===== src/rtl/rv_ctrl_pkg.sv =====
// Shared encodings for the RV32 subset multi-cycle controller:
// opcodes, FSM states, writeback/ALU selects and the opcode class bundle.
package rv_ctrl_pkg;

  localparam logic [6:0] OPC_LOAD   = 7'b0000011;
  localparam logic [6:0] OPC_STORE  = 7'b0100011;
  localparam logic [6:0] OPC_OP     = 7'b0110011;
  localparam logic [6:0] OPC_OPIMM  = 7'b0010011;
  localparam logic [6:0] OPC_BRANCH = 7'b1100011;
  localparam logic [6:0] OPC_JAL    = 7'b1101111;

  localparam logic [1:0] WB_ALU = 2'b00;
  localparam logic [1:0] WB_MEM = 2'b01;
  localparam logic [1:0] WB_PC4 = 2'b10;

  localparam logic [1:0] ALU_ADD   = 2'b00;
  localparam logic [1:0] ALU_SUB   = 2'b01;
  localparam logic [1:0] ALU_FUNCT = 2'b10;

  typedef enum logic [2:0] {
    S_FETCH,
    S_DECODE,
    S_EXEC,
    S_MEM,
    S_WB,
    S_TRAP
  } state_t;

  typedef struct packed {
    logic load;
    logic store;
    logic op;
    logic opimm;
    logic branch;
    logic jal;
  } op_class_t;

endpackage


===== src/rtl/multicycle_controller_decode.sv =====
// Opcode -> one-hot instruction class plus legal bit.
// Ports: i_opcode (IR[6:0]) in; o_class one-hot, o_legal out.
module opcode_class_decode
  import rv_ctrl_pkg::*;
(
  input  logic [6:0] i_opcode,
  output op_class_t  o_class,
  output logic       o_legal
);

  always_comb begin
    o_class        = '0;
    o_class.load   = (i_opcode == OPC_LOAD);
    o_class.store  = (i_opcode == OPC_STORE);
    o_class.op     = (i_opcode == OPC_OP);
    o_class.opimm  = (i_opcode == OPC_OPIMM);
    o_class.branch = (i_opcode == OPC_BRANCH);
    o_class.jal    = (i_opcode == OPC_JAL);
  end

  assign o_legal = |o_class;

endmodule


===== src/rtl/multicycle_controller.sv =====
// Multi-cycle FETCH/DECODE/EXEC/MEM/WB sequencer with trap and retire count.
// Ports: clk, reset (sync high), Opcode, zero, mem_ready in; mux selects,
// alu_op, memRe/weMem/weReg/wePc/weIR enables, illegal, retired out.
module multicycle_controller
  import rv_ctrl_pkg::*;
#(
  parameter int CNT_W = 32
) (
  input  logic             clk,
  input  logic             reset,
  input  logic [6:0]       Opcode,
  input  logic             zero,
  input  logic             mem_ready,
  output logic             Mux1,
  output logic [1:0]       Mux2,
  output logic             Mux4,
  output logic [1:0]       alu_op,
  output logic             memRe,
  output logic             weMem,
  output logic             weReg,
  output logic             wePc,
  output logic             weIR,
  output logic             illegal,
  output logic [CNT_W-1:0] retired
);

  state_t           r_state;
  state_t           w_next;
  logic [CNT_W-1:0] r_retired;
  op_class_t        w_cls;
  logic             w_legal;
  logic             w_retire;
  logic             w_memre;
  logic             w_wemem;
  logic             w_wereg;
  logic             w_wepc;
  logic             w_weir;

  opcode_class_decode u_dec (
    .i_opcode (Opcode),
    .o_class  (w_cls),
    .o_legal  (w_legal)
  );

  always_comb begin
    w_next   = r_state;
    w_retire = 1'b0;
    w_memre  = 1'b0;
    w_wemem  = 1'b0;
    w_wereg  = 1'b0;
    w_wepc   = 1'b0;
    w_weir   = 1'b0;
    Mux1     = 1'b0;
    Mux2     = WB_ALU;
    Mux4     = 1'b0;
    alu_op   = ALU_ADD;
    illegal  = 1'b0;
    unique case (r_state)
      S_FETCH: begin
        w_memre = 1'b1;
        if (mem_ready) begin
          w_weir = 1'b1;
          w_wepc = 1'b1;
          w_next = S_DECODE;
        end
      end
      S_DECODE: begin
        w_next = w_legal ? S_EXEC : S_TRAP;
      end
      S_EXEC: begin
        unique case (1'b1)
          w_cls.op: begin
            alu_op = ALU_FUNCT;
            w_next = S_WB;
          end
          w_cls.opimm: begin
            Mux1   = 1'b1;
            alu_op = ALU_FUNCT;
            w_next = S_WB;
          end
          w_cls.load, w_cls.store: begin
            Mux1   = 1'b1;
            w_next = S_MEM;
          end
          w_cls.branch: begin
            alu_op   = ALU_SUB;
            w_wepc   = zero;
            Mux4     = zero;
            w_retire = 1'b1;
            w_next   = S_FETCH;
          end
          w_cls.jal: begin
            w_wepc   = 1'b1;
            Mux4     = 1'b1;
            w_wereg  = 1'b1;
            Mux2     = WB_PC4;
            w_retire = 1'b1;
            w_next   = S_FETCH;
          end
          // IR changed under us after DECODE: nothing safe to do.
          default: w_next = S_TRAP;
        endcase
      end
      S_MEM: begin
        if (w_cls.store) begin
          w_wemem = 1'b1;
          if (mem_ready) begin
            w_retire = 1'b1;
            w_next   = S_FETCH;
          end
        end else begin
          w_memre = 1'b1;
          if (mem_ready) w_next = S_WB;
        end
      end
      S_WB: begin
        w_wereg  = 1'b1;
        Mux2     = w_cls.load ? WB_MEM : WB_ALU;
        w_retire = 1'b1;
        w_next   = S_FETCH;
      end
      S_TRAP: begin
        illegal = 1'b1;
      end
      default: w_next = S_FETCH;
    endcase
  end

  // Reset abandons the current instruction: no request leaves this cycle.
  assign memRe   = w_memre & ~reset;
  assign weMem   = w_wemem & ~reset;
  assign weReg   = w_wereg & ~reset;
  assign wePc    = w_wepc  & ~reset;
  assign weIR    = w_weir  & ~reset;
  assign retired = r_retired;

  always_ff @(posedge clk) begin
    if (reset) begin
      r_state   <= S_FETCH;
      r_retired <= '0;
    end else begin
      r_state <= w_next;
      if (w_retire) r_retired <= r_retired + CNT_W'(1);
    end
  end

endmodule


===== config.mk =====
export PLATFORM = sky130hd
export DESIGN_NAME = multicycle_controller
export DESIGN_NICKNAME = d
export VERILOG_FILES = /design/src/rtl/rv_ctrl_pkg.sv /design/src/rtl/multicycle_controller_decode.sv /design/src/rtl/multicycle_controller.sv
export SDC_FILE = /design/constraint.sdc
export NUM_CORES = 1
export LEC_CHECK = 0
export ABC_AREA = 1
export BUFFER_PORTS_ARGS = -buffer_cell sky130_fd_sc_hd__buf_2
export CAP_MARGIN = 20
export CORE_MARGIN = 3
export CORE_UTILIZATION = 29
export DETAILED_ROUTE_END_ITERATION = 7
export GPL_TIMING_DRIVEN = 0
export PLACE_DENSITY_LB_ADDON = 0.2
export REMOVE_ABC_BUFFERS = 1
export SKIP_CTS_REPAIR_TIMING = 1
export SLEW_MARGIN = 15
export SYNTH_ARGS = -nofsm -noshare
export SYNTH_HDL_FRONTEND = slang
export SYNTH_HIERARCHICAL = 1
export SYNTH_SLANG_ARGS = --single-unit
export TNS_END_PERCENT = 10

===== constraint.sdc =====
create_clock -name clk -period 2.6 [get_ports clk]
set_input_delay 0 -clock clk [delete_from_list [all_inputs] [get_ports clk]]
set_output_delay 0 -clock clk [all_outputs]
set_load 0.02 [all_outputs]

# ---- Word level (Yosys, flattened, before mapping)
# Cells that the tools add are included.
dict set report totals {
  inputBits 11
  mem_bits_ro 0
  elab_cells 59
  mem_bits_rw 0
  register_bits 35
  mem_count 0
  latchBits 0
  output_inout_bits 44
}
dict set report op_classes {
  shifts 0
  n_eq_ne 13
  div 0
  bitwise 7
  multipliers 0
  order_cmp 0
  n_mux 29
  addsub 1
  reduce_logical 7
}
# op count
set ops {}
lappend ops {{adder 32 x 1 -> 32 bit, second input constant} 1}
lappend ops {{two-way mux 3 bit} 5}
lappend ops {{case mux 3 bit (5 select lines)} 1}
lappend ops {{equality test 7 x 6 -> 1 bit, second input constant} 2}
lappend ops {{equality test 7 bit, second input constant} 2}
lappend ops {{two-way mux 1 bit} 13}
lappend ops {{case mux 3 bit (3 select lines)} 1}
lappend ops {{case mux 1 bit (2 select lines)} 4}
lappend ops {{case mux 2 bit (2 select lines)} 2}
lappend ops {{equality test 7 x 2 -> 1 bit, second input constant} 1}
lappend ops {{equality test 7 x 5 -> 1 bit, second input constant} 1}
lappend ops {{equality test 3 x 2 -> 1 bit, second input constant} 2}
lappend ops {{equality test 3 bit, second input constant} 2}
lappend ops {{OR reduction 2 bit} 3}
lappend ops {{OR reduction 6 bit} 1}
lappend ops {{AND 1 bit} 5}
lappend ops {{two-way mux 2 bit} 2}
lappend ops {{!= test 2 bit, second input constant} 2}
lappend ops {{equality test 3 x 1 -> 1 bit, second input constant} 1}
lappend ops {{zero test 3 bit} 1}
lappend ops {{case mux 1 bit (3 select lines)} 1}
lappend ops {{AND reduction 3 bit} 1}
lappend ops {{OR reduction 3 bit} 1}
lappend ops {{NOT 1 bit} 2}

# ---- Depth between registers and ports, before layout
dict set report logic_depth {
  depth_word 4
  depth_mapped 15
  mapped_depth_nobuf 14
}

# ---- Hierarchy
# Netlist, hierarchy kept.
# mod n_inst cells_per_inst seq_area_each_um2 area_each_um2
set by_module_without_submodules {}
lappend by_module_without_submodules {multicycle_controller 1 384 700.7 2217.1}
lappend by_module_without_submodules {opcode_class_decode 1 27 0.0 135.1}

# ---- Worst setup path after synthesis
# No wires, ideal clock.
dict set report synth_path {
  kind {flip-flop to flip-flop}
  start {reg r_retired[0], in the netlist retired[0]}
  end {reg r_retired[20], in the netlist retired[20]}
  stages_incl_launch_ff 9
  n_path_buf 0
  synth_period_minus_slack_ps 1636
  t_required_ps 2484
  setup_time_ps 116
  path_slack_ps 964
  arrival_time_ps 1520
  cell_sequence {dfxtp_1 -> ha_1 -> nand2_1 -> nor2_1 -> nand2_1 -> nor2_1 -> nand3_1 -> o21ai_0 -> nor2_1}
}
dict set report synth_between {
  elab_chain_len 1
}
# element line
set synth_lines {}
lappend synth_lines {{from (decl)} multicycle_controller.sv:29} ;# logic [CNT_W-1:0] r_retired;
lappend synth_lines {{from (signal assigned)} multicycle_controller.sv:143} ;# if (w_retire) r_retired <= r_retired + CNT_W'(1);
lappend synth_lines {{adder 32 x 1 -> 32 bit} multicycle_controller.sv:143}
# No other way between the ends.
# A chain may end at the register's enable or synchronous reset.

# ---- Worst setup path in the final report
dict set report layout_path {
  start {reg r_state[2]}
  end {reg r_retired[26], in the netlist retired[26]}
}
dict set report layout_between {
  elab_chain_len 2
  word_cells_on_any_way 4
  classes_between {eq/ne: 3; mux: 1}
}
# element line
set layout_lines {}
lappend layout_lines {{from (decl)} multicycle_controller.sv:27} ;# state_t r_state;
lappend layout_lines {{from (signal assigned)} multicycle_controller.sv:142} ;# r_state <= w_next;
lappend layout_lines {{equality test 3 bit or equality test 3 x 2 -> 1 bit (tied branches)} multicycle_controller.sv:58} ;# unique case (r_state)
lappend layout_lines {{case mux 1 bit (3 select lines) (*)} multicycle_controller.sv:58}
# Every way passes the cells marked *; elsewhere a longest branch is shown, timed or not.

==> results by group <==
CTS
  • Clk sinks: 35
  • Worst-Skew Late Latency: 0.28 ns
  • Clk pin slew, worst setup/hold paths: 0.07 ns
  • Root Buffer: clkbuf_8
  • H-tree levels: 2
  • TritonCTS clock tree: built
  • Total CTS buffers: 5
  • Worst-case clock buffer depth: 2

Synthesis
  • Yosys top cell by area: dfxtp_1
  • Yosys top cell area share: 29.79%
  • Synth top area cells: dfxtp_1, nand2_1, nor2_1, inv_1, nand3_1
  • Mean Syn Cell Area: 5.723 um2
  • Synth cell types: 26
  • Mapped Cells: 411
  • Flop and latch count out of synthesis: 35
  • Synth warnings: 6
  • Cell Area, Synth: 2352 um2
  • Seq/Total Area, Yosys: 29.79%

STA
  • Final setup fails: 0
  • Fin. max-slew vios: 0
  • Measured slew at the worst slew-check pin: approximately 0.66 ns
  • Unrepaired setup endpoints after global routing: false
  • Hold Vio Cnt, Final: 0
  • Worst Skew: between 0.004 and 0.005 ns
  • Max Freq: 516.2 MHz
  • Final min period: 1.937 ns
  • Tcrit/Tclk final: about 75%
  • Fin Hold WS: about 0.080 ns
  • Max_slew headroom: 55.75%
  • Setup_tns: 0 ns

Floorplan
  • Die height: 96.06 um
  • Initial Util: a little under a third
  • Die width: 96.06 um
  • # IOs: 55
  • Core footprint: 7807 um2
  • Num rows: 32
  • Die area: ~9200 um2

Detailed routing
  • Vias per std cell: 4.627
  • Pre-Repair DR Iteration Count: 4
  • Via count: 2619
  • Final ANT Viol Nets: 0
  • Drt initial violations: 126
  • Avg WL per Cell: 11.70 um
  • WL final: 6.620 mm
  • DRC Markers: 0

Power and ir drop
  • Combinational share of power: 13.5%
  • Clk pwr share: a little over a third
  • P_int: 0.0007944 W
  • Sw Pwr: roughly 0.00031 W
  • Pwr Density: 395.3 nW/um2
  • Seq pwr share: 50.4%
  • Leakage power: 1.250 nW
  • VDD IR max: 0.0002004 V
  • Total power: 0.001105 W
  • Switching Share: 28.13%

Worst hold path
  • Hold/Removal Path Class: in -> reg
  • Hold path depth: 4
  • Hold EP: r_state[1]$_SDFFE_PP0P_
  • Hold Crit Start: mem_ready

Setup path
  • R2R depth: 9
  • R2R Setup Slk: ~0.66 ns
  • Critical path class: reg -> reg
  • Worst r2r src: r_state[2]$_SDFFE_PP0P_
  • CP Data Arrival Time: between 2 and 2.5 ns
  • CP required: between 2 and 3 ns
  • CP endpoint kind: flop
  • Startpoint types: flop
  • R2r endpoint: retired[26]$_SDFFE_PP0P_
  • Critical Path Fanout Max: 30

Final layout
  • Number of fill cells: approximately 920
  • Most common cell after layout, fill and taps aside: nand2_1
  • Layout area overhead: 18.88%
  • Reg area: 700.7 um2
  • Layout Cells excl Fill: around 570
  • Commonest non-fill, non-tap cells in the layout: nand2_1, nor2_1, buf_2
  • Area occupied by multi-input gates: between 1000 and 1500 um2
  • Final #Nets: 476
  • Layout cells sized above 1: 17.67%
  • # diodes: 0

Global routing
  • Largest net degree at the start of global routing: 31
  • Total GRT Usage: 15.23%
  • Grt ovf: 0
  • Initial antenna violation count: 0
  • Number of global-route vias before repair: 2292
  • First-pass GRT wire length: 11.03 mm

Status
  • Run status: complete, no violations

Placement
  • HPWL after DPL: 5.093 mm
  • PortBufs: between 50 and 60
  • GP Congestion: 0.8595
  • Dpl cells: 559

Flow run
  • Max_cap viols: 0
==> cells in the mapped netlist, drive strengths merged <==
cell type,count
a21oi,23
and2,2
buf,4
clkbuf,4
dfxtp,35
ha,1
inv,57
nand2,118
nand3,33
nand3b,1
nand4,11
nor2,96
nor3,6
o211ai,1
o21ai,13
o21bai,3
xnor2,1
xor2,2
==> metrics by stage <==
stage | util (%) | cell area [um2] | setup WS (ns)
2_1_floorplan | - | 2306 | 0.8440
3_3_place_gp | 34.63 | 2704 | 0.2947
3_5_place_dp | 34.63 | 2704 | 0.2764
4_1_cts | 35.75 | 2791 | 0.2464
5_1_grt | 35.82 | 2796 | 0.4535
6_report | 35.82 | 2796 | 0.6628
==> power groups by stage <==
stage	registers (W)	clock network, W	logic [W]
after global routing	0.000558	0.000441	0.000167
after global placement	0.000569	0	0.000148
after detailed placement	0.000569	0	0.000149
after CTS	0.000557	0.000420	0.000150
final	0.000558	0.000399	0.000149
after floorplan	0.000569	0	0.0000961
==> flip-flops by register name, summed over array words and instances, names as in the netlist <==
name     count
retired     32
r_state      3
==> worst max-delay path: stages, from the launching register on <==
cell,delay (ns)
dfxtp_1,0.45
inv_2,0.10
nand2_1,0.12
nor2_2,0.08
nand2_1,0.09
nand3_2,0.47
nand3_1,0.35
nand2_1,0.07
inv_1,0.05
nor2_1,0.03
==> routing by layer <==
layer  global-route usage [%]  up-vias  wire length, um
met5                        0        -                0
met4                    4.621        0               95
met2                    24.15       59             2983
met1                    20.75     1160             3099
li1                         -     1391                -
met3                    2.971        9              441
==> worst max path at each step <==
stage                                       start                       end  slack, ns  depth (start not counted)
after global routing      r_state[2]$_SDFFE_PP0P_  retired[20]$_SDFFE_PP0P_       0.45                          8
after floorplan           r_state[2]$_SDFFE_PP0P_  retired[17]$_SDFFE_PP0P_       0.84                          8
after global placement    r_state[2]$_SDFFE_PP0P_  retired[26]$_SDFFE_PP0P_       0.29                          9
final                     r_state[2]$_SDFFE_PP0P_  retired[26]$_SDFFE_PP0P_       0.66                          9
after CTS                 r_state[2]$_SDFFE_PP0P_  retired[26]$_SDFFE_PP0P_       0.25                          9
after detailed placement  r_state[2]$_SDFFE_PP0P_  retired[26]$_SDFFE_PP0P_       0.28                          9
==> logic make-up (layout without fill, tap and decap cells) <==
group	after synthesis	in the layout	synth area share, %
compound gates	40	40	8.936
xor+xnor	3	3	1.117
fa+ha+maj	1	1	0.5318
buf+inv	65	118	11.06
flops	35	35	29.79
simple gates	267	267	48.56
==> area by class of cell <==
class	instances	share of cell area, %
multi-input combinational	311	49.93
sequential	35	25.06
timing repair buffer	54	9.664
inverter	57	7.651
tap	102	4.564
clock buffer	6	2.953
clock inverter	1	0.1790
No activity file was read; power rests on OpenSTA's default activity.
